--- src/rtl/reaction_timer_param_if.sv ---
// rtl/reaction_timer_param_if.sv - trigger inputs and display/status outputs of the reaction timer
interface reaction_timer_param_if #(
    parameter int DIGITS = 4,
    parameter int SEL_W  = 2
);
    logic                start_trigger;
    logic                user_trigger;
    logic                show_best;
    logic [3:0]          ms;
    logic [SEL_W-1:0]    display_select;
    logic                react;
    logic                false_start;
    logic                timeout;
    logic                best_valid;
    logic [4*DIGITS-1:0] result_bcd;

    modport master (
        output start_trigger, user_trigger, show_best,
        input  ms, display_select, react, false_start, timeout, best_valid, result_bcd
    );

    modport slave (
        input  start_trigger, user_trigger, show_best,
        output ms, display_select, react, false_start, timeout, best_valid, result_bcd
    );
endinterface

--- src/rtl/reaction_timer_param.sv ---
// rtl/reaction_timer_param.sv - reaction-time benchmark with BCD ms counter, best-time tracking and digit scan
module reaction_timer_param #(
    parameter int          CLKS_PER_MS     = 50,
    parameter int          DIGITS          = 4,
    parameter int          SEL_W           = 2,
    parameter int          DELAY_MIN_MS    = 1000,
    parameter int          DELAY_RAND_BITS = 12,
    parameter logic [15:0] LFSR_SEED       = 16'hACE1
) (
    input  logic                  clk,
    input  logic                  rst,
    reaction_timer_param_if.slave bus
);
    localparam int                  PRE_W     = (CLKS_PER_MS > 1) ? $clog2(CLKS_PER_MS) : 1;
    localparam logic [4*DIGITS-1:0] NINES     = {DIGITS{4'h9}};
    localparam logic [31:0]         RAND_MASK = (32'd1 << DELAY_RAND_BITS) - 32'd1;

    typedef enum logic [2:0] {S_IDLE, S_WAIT, S_REACT, S_SHOW, S_FAULT} state_t;

    state_t              r_state;
    logic [15:0]         r_lfsr;
    logic [PRE_W-1:0]    r_presc;
    logic [31:0]         r_delay;
    logic [4*DIGITS-1:0] r_result;
    logic [4*DIGITS-1:0] r_best;
    logic                r_best_valid;
    logic                r_react;
    logic                r_false;
    logic                r_timeout;
    logic [SEL_W-1:0]    r_sel;
    logic [3:0]          r_ms;

    logic                w_tick;
    logic                w_wait_entry;
    logic                w_inc;
    logic                w_reach_max;
    logic                w_best_upd;
    logic                w_carry;
    logic [31:0]         w_delay_load;
    logic [4*DIGITS-1:0] w_result_inc;
    logic [4*DIGITS-1:0] w_result_nxt;
    logic [4*DIGITS-1:0] w_best_nxt;
    logic [4*DIGITS-1:0] w_src;
    logic [SEL_W-1:0]    w_sel_nxt;
    logic [3:0]          w_ms_nxt;

    assign w_tick       = (r_presc == PRE_W'(CLKS_PER_MS - 1));
    assign w_wait_entry = bus.start_trigger &&
                          (r_state == S_IDLE || r_state == S_SHOW || r_state == S_FAULT);
    assign w_delay_load = 32'(DELAY_MIN_MS) + ({16'd0, r_lfsr} & RAND_MASK);
    assign w_inc        = (r_state == S_REACT) && !bus.user_trigger && w_tick;
    assign w_reach_max  = w_inc && (w_result_inc == NINES);
    assign w_best_upd   = (r_state == S_REACT) && bus.user_trigger &&
                          (!r_best_valid || (r_result < r_best));

    // Decimal ripple increment: a digit only advances while every lower digit wraps 9 -> 0.
    always_comb begin
        w_carry      = 1'b1;
        w_result_inc = r_result;
        for (int i = 0; i < DIGITS; i++) begin
            if (w_carry) begin
                if (r_result[4*i +: 4] == 4'd9) begin
                    w_result_inc[4*i +: 4] = 4'd0;
                end else begin
                    w_result_inc[4*i +: 4] = r_result[4*i +: 4] + 4'd1;
                    w_carry                = 1'b0;
                end
            end
        end
    end

    assign w_result_nxt = w_wait_entry ? '0 : (w_inc ? w_result_inc : r_result);
    assign w_best_nxt   = w_best_upd ? r_result : r_best;

    always_comb begin
        w_sel_nxt = '0;
        if (!w_wait_entry && (r_sel != SEL_W'(DIGITS - 1))) begin
            w_sel_nxt = r_sel + SEL_W'(1);
        end
    end

    // The scan digit comes from next-cycle values so ms never lags display_select or a count.
    assign w_src = bus.show_best ? w_best_nxt : w_result_nxt;

    always_comb begin
        w_ms_nxt = 4'd0;
        for (int i = 0; i < DIGITS; i++) begin
            if (w_sel_nxt == SEL_W'(i)) begin
                w_ms_nxt = w_src[4*i +: 4];
            end
        end
    end

    always_ff @(posedge clk or negedge rst) begin
        if (!rst) begin
            r_state      <= S_IDLE;
            r_lfsr       <= LFSR_SEED;
            r_presc      <= '0;
            r_delay      <= '0;
            r_result     <= '0;
            r_best       <= NINES;
            r_best_valid <= 1'b0;
            r_react      <= 1'b0;
            r_false      <= 1'b0;
            r_timeout    <= 1'b0;
            r_sel        <= '0;
            r_ms         <= 4'd0;
        end else begin
            r_lfsr   <= {1'b0, r_lfsr[15:1]} ^ (r_lfsr[0] ? 16'hB400 : 16'h0000);
            r_presc  <= w_tick ? '0 : r_presc + PRE_W'(1);
            r_result <= w_result_nxt;
            r_best   <= w_best_nxt;
            r_sel    <= w_sel_nxt;
            r_ms     <= w_ms_nxt;

            if (w_wait_entry) begin
                r_state   <= S_WAIT;
                r_presc   <= '0;
                r_delay   <= w_delay_load;
                r_timeout <= 1'b0;
                r_false   <= 1'b0;
            end else begin
                case (r_state)
                    S_WAIT: begin
                        if (bus.user_trigger) begin
                            r_state <= S_FAULT;
                            r_false <= 1'b1;
                        end else if (w_tick) begin
                            r_delay <= r_delay - 32'd1;
                            if (r_delay == 32'd1) begin
                                r_state <= S_REACT;
                                r_presc <= '0;
                            end
                        end
                    end
                    S_REACT: begin
                        if (bus.user_trigger) begin
                            r_state <= S_SHOW;
                            r_react <= 1'b0;
                            if (w_best_upd) begin
                                r_best_valid <= 1'b1;
                            end
                        end else if (w_reach_max) begin
                            r_state   <= S_SHOW;
                            r_react   <= 1'b0;
                            r_timeout <= 1'b1;
                        end else begin
                            r_react <= 1'b1;
                        end
                    end
                    default: begin
                        r_react <= 1'b0;
                    end
                endcase
            end
        end
    end

    assign bus.ms             = r_ms;
    assign bus.display_select = r_sel;
    assign bus.react          = r_react;
    assign bus.false_start    = r_false;
    assign bus.timeout        = r_timeout;
    assign bus.best_valid     = r_best_valid;
    assign bus.result_bcd     = r_result;
endmodule
--- src/flat_wrapper.sv ---
// flat-port wrapper written by rule: the top's interface ports become plain ports
module reaction_timer_param_flat 
#(
    parameter int          CLKS_PER_MS     = 50,
    parameter int          DIGITS          = 4,
    parameter int          SEL_W           = 2,
    parameter int          DELAY_MIN_MS    = 1000,
    parameter int          DELAY_RAND_BITS = 12,
    parameter logic [15:0] LFSR_SEED       = 16'hACE1
)
  (clk, rst, bus_start_trigger, bus_user_trigger, bus_show_best, bus_ms, bus_display_select, bus_react, bus_false_start, bus_timeout, bus_best_valid, bus_result_bcd);
  reaction_timer_param_if #(.DIGITS(DIGITS), .SEL_W(SEL_W)) bus_i ();
  input  logic clk;
  input  logic rst;
  input wire logic [$bits(bus_i.start_trigger)-1:0] bus_start_trigger;
  input wire logic [$bits(bus_i.user_trigger)-1:0] bus_user_trigger;
  input wire logic [$bits(bus_i.show_best)-1:0] bus_show_best;
  output wire logic [$bits(bus_i.ms)-1:0] bus_ms;
  output wire logic [$bits(bus_i.display_select)-1:0] bus_display_select;
  output wire logic [$bits(bus_i.react)-1:0] bus_react;
  output wire logic [$bits(bus_i.false_start)-1:0] bus_false_start;
  output wire logic [$bits(bus_i.timeout)-1:0] bus_timeout;
  output wire logic [$bits(bus_i.best_valid)-1:0] bus_best_valid;
  output wire logic [$bits(bus_i.result_bcd)-1:0] bus_result_bcd;
  assign bus_i.start_trigger = bus_start_trigger;
  assign bus_i.user_trigger = bus_user_trigger;
  assign bus_i.show_best = bus_show_best;
  assign bus_ms = bus_i.ms;
  assign bus_display_select = bus_i.display_select;
  assign bus_react = bus_i.react;
  assign bus_false_start = bus_i.false_start;
  assign bus_timeout = bus_i.timeout;
  assign bus_best_valid = bus_i.best_valid;
  assign bus_result_bcd = bus_i.result_bcd;
  reaction_timer_param #(.CLKS_PER_MS(CLKS_PER_MS), .DIGITS(DIGITS), .SEL_W(SEL_W), .DELAY_MIN_MS(DELAY_MIN_MS), .DELAY_RAND_BITS(DELAY_RAND_BITS), .LFSR_SEED(LFSR_SEED)) u_core (.clk(clk), .rst(rst), .bus(bus_i));
endmodule
--- config.mk ---
export PLATFORM = sky130hd
export DESIGN_NAME = reaction_timer_param_flat
export DESIGN_NICKNAME = d
export VERILOG_FILES = /design/src/rtl/reaction_timer_param_if.sv /design/src/rtl/reaction_timer_param.sv /design/src/flat_wrapper.sv
export SDC_FILE = /design/constraint.sdc
export NUM_CORES = 1
export LEC_CHECK = 0
export BUFFER_PORTS_ARGS = -buffer_cell sky130_fd_sc_hd__buf_2
export CORE_MARGIN = 5
export CORE_UTILIZATION = 50
export DETAILED_ROUTE_END_ITERATION = 10
export PLACE_DENSITY = 0.68
export SYNTH_ARGS = -nofsm -noshare
export SYNTH_HDL_FRONTEND = slang
export SYNTH_SLANG_ARGS = --single-unit
--- constraint.sdc ---
create_clock -name clk -period 6 [get_ports clk]
set_input_delay 0.3 -clock clk [delete_from_list [all_inputs] [get_ports clk]]
set_output_delay 0.3 -clock clk [all_outputs]
set_load 0.01 [all_outputs]
==> out/metrics.yaml <==
outcome:
  status: "finished clean"
detailed_routing:
  drt_pass1_iterations: 5
  drcViolationCount: 0
  drt_iter0_drc: 357
  vias: 3991
  ant_nets: 0
  wl_per_cell_um: 16.6
  vias_per_cell: 5.64
  wirelength_um: 11700
clocking:
  clk_pin_slew_ps: 90
  root_buffer: "clkbuf_8"
  htreeDepth: 3
  cts_tree: "done"
  clock_sinks: 99
  worstSkewPairLatency_ps: 380
  clockBufferDepth: 2
  cts_made_buffers: 9
critical_path:
  path_class: "reg2reg"
  path_max_fanout: 19
  worstPathArrival_ps: 3600
  cp-start-kind: "flip-flop"
  cp.required_ps: 6260
  worstSetupStartpoint: "u_core.bus.result_bcd[2]$_DFF_PN0_"
  r2r_start: "u_core.bus.result_bcd[2]$_DFF_PN0_"
  end_kind: "flip-flop"
pwr:
  p_leak_nw: 2.59
  ir_drop_uv: 181
  p_per_area_nw_per_um2: 322
synth:
  yosysSeqAreaShare: 0.472
  yosys.cell_count.top_type: "dfrtp_1"
  synthesis.nets: 564
  synth_top_area_cell: "dfrtp_1"
  synth-edff-count: 0
  syn_area_um2: 5290
  synthCells: 538
  synth-seq-cells: 99
  synth_area_leaders: "dfrtp_1 (39%), dfstp_2 (7.9%), ha_1 (5.0%)"
  yosys_warnings: 0
  yosys-top-cells-count: "dfrtp_1 (83), nor2_1 (68), nand2_1 (47)"
  synth_cell_types: 69
  syn_avg_cell_area_um2: 9.83
  ys.flop_type: "dfrtp_1"
  ys_async_sr_fraction: 1.00
  synth_top_area_frac: 0.393
timing:
  rsz0062_at_grt: "no"
  hold_violations: 0
  fin_skew_ps: 8.76
  period_share: 0.555
  period_needed_ps: 3330
  max_freq_mhz: 300
  max_slew.worst_pin.slew_ps: 1040
  setup_viol: 0
  maxSlewHeadroom: 0.307
  maxSlewViolCount: 0
  setup_tns_ps: 0
global_routing:
  grt_pass1_vias: 3978
  gr-total-overflow: 0
  grt_pass1_wl_um: 19900
  grt_start_max_net_pins: 55
  antenna_found_initial: 0
  gr-usage-all-layers: 0.196
die:
  die-area_um2: 12700
  fp.dieH_um: 113
  ios: 31
  die_w_um: 113
  core_um2: 10300
  start_util: 0.512
  rows: 37
final_layout:
  antenna-diode-count: 0
  utilization: 0.558
  drive_above_1_share: 0.159
  nets: 593
  area_delta_synth_final_pct: 8.92
hold_path:
  hold_start: "bus_start_trigger"
  hp-class: "in2reg"
place:
  routabilityCongestion: 0.890
  port_buffers: 30
  dpl.hpwl_um: 8410
run:
  maxCapViolations: 0
==> cell type report <==
cell class,instances,area (um^2)
Fill cell,907,4560
Clock buffer,12,155
Tap cell,136,170
Multi-Input combinational cell,392,2590
Inverter,31,116
Clock inverter,4,48.8
Timing Repair Buffer,34,185
Sequential cell,99,2500
==> state kept, by name, summed over array words and instances, names as in the netlist <==
name / count
u_core.r_best: 16
u_core.bus.result_bcd: 16
u_core.bus.react: 1
u_core.bus.display_select: 2
u_core.bus.false_start: 1
u_core.r_delay: 32
u_core.bus.best_valid: 1
u_core.bus.ms: 4
u_core.r_lfsr: 16
u_core.bus.timeout: 1
u_core.r_presc: 6
u_core.r_state: 3
==> critical path, cell delays in order (launching register included) <==
cell and delay, ps:
dfrtp_1 470, ha_1 340, a211oi_1 260, o21ai_1 110
a41oi_1 220, nor3_1 100, o31ai_4 830, mux2_2 440
a221oi_1 320, a211oi_2 110
==> per-stage QoR <==
step	hold WS [ps]	std cells	power, mW	worst slack, ps	instance area, um^2
floorplan	4.41	538	1.28	3290	5290
global placement	331	691	1.40	2770	5550
detailed placement	339	691	1.42	2680	5550
CTS	187	708	1.87	2640	5760
global route	188	708	1.99	2410	5760
finish	207	708	1.86	2670	5760
==> cells by family after synthesis <==
group | synth area share
XOR/XNOR | 0.0762
buffers and inverters | 0.0388
flip-flops | 0.472
multiplexers | 0.0464
AO/OA/AOI/OAI | 0.114
adder cells (fa/ha/maj) | 0.0497
AND/OR/NAND/NOR | 0.203
==> metal layers <==
metal	routed length, um	part of all wire	track usage
met5	0	0	0
met4	161	0.014	0.0497
met3	677	0.058	0.0551
met2	5320	0.45	0.301
met1	5560	0.47	0.274
==> where the power goes <==
part	total, mW	switching (mW)	internal, mW	leakage (nW)
Sequential	0.867	0.0993	0.768	1.27
Clock	0.447	0.232	0.215	0.106
Combinational	0.542	0.344	0.198	1.22
==> what timing repair did <==
action	4_1_cts	5_1_grt
hold endpoints to repair	41	0
hold buffers	1	0
setup buffers	0	0
endpoints found under the setup margin	0	0
resized for setup	0	0
==> cells in the final DEF, fill, tap and decap left out, types with 11 or more instances in the layout <==
cell,synthesis,final
nand2_1,47,47
xor2_1,24,24
xnor2_1,22,22
dfrtp_1,83,83
o21ai_0,20,20
a21oi_1,29,29
clkbuf_8,0,11
nor2_1,68,68
buf_2,2,29
mux2i_1,11,11
nor3_1,18,18
inv_1,30,30
mux2_2,11,11
ha_1,21,21
dfstp_2,16,16
==> path summary, 6_finish.rpt <==
check	slack, ps	depth (start not counted)	end
max in group asynchronous	4450	3	u_core.bus.result_bcd[11]$_DFF_PN0_
hold reg to reg	360	0	u_core.r_lfsr[11]$_DFF_PN1_
min in group asynchronous	460	2	u_core.r_delay[26]$_DFFE_PN0P_
hold / removal	210	2	u_core.r_state[1]$_DFFE_PN0P_
setup reg to reg	2670	9	u_core.bus.ms[2]$_DFF_PN0_
setup / recovery	2670	9	u_core.bus.ms[2]$_DFF_PN0_
Note: power is estimated with default switching activity, not from simulation.
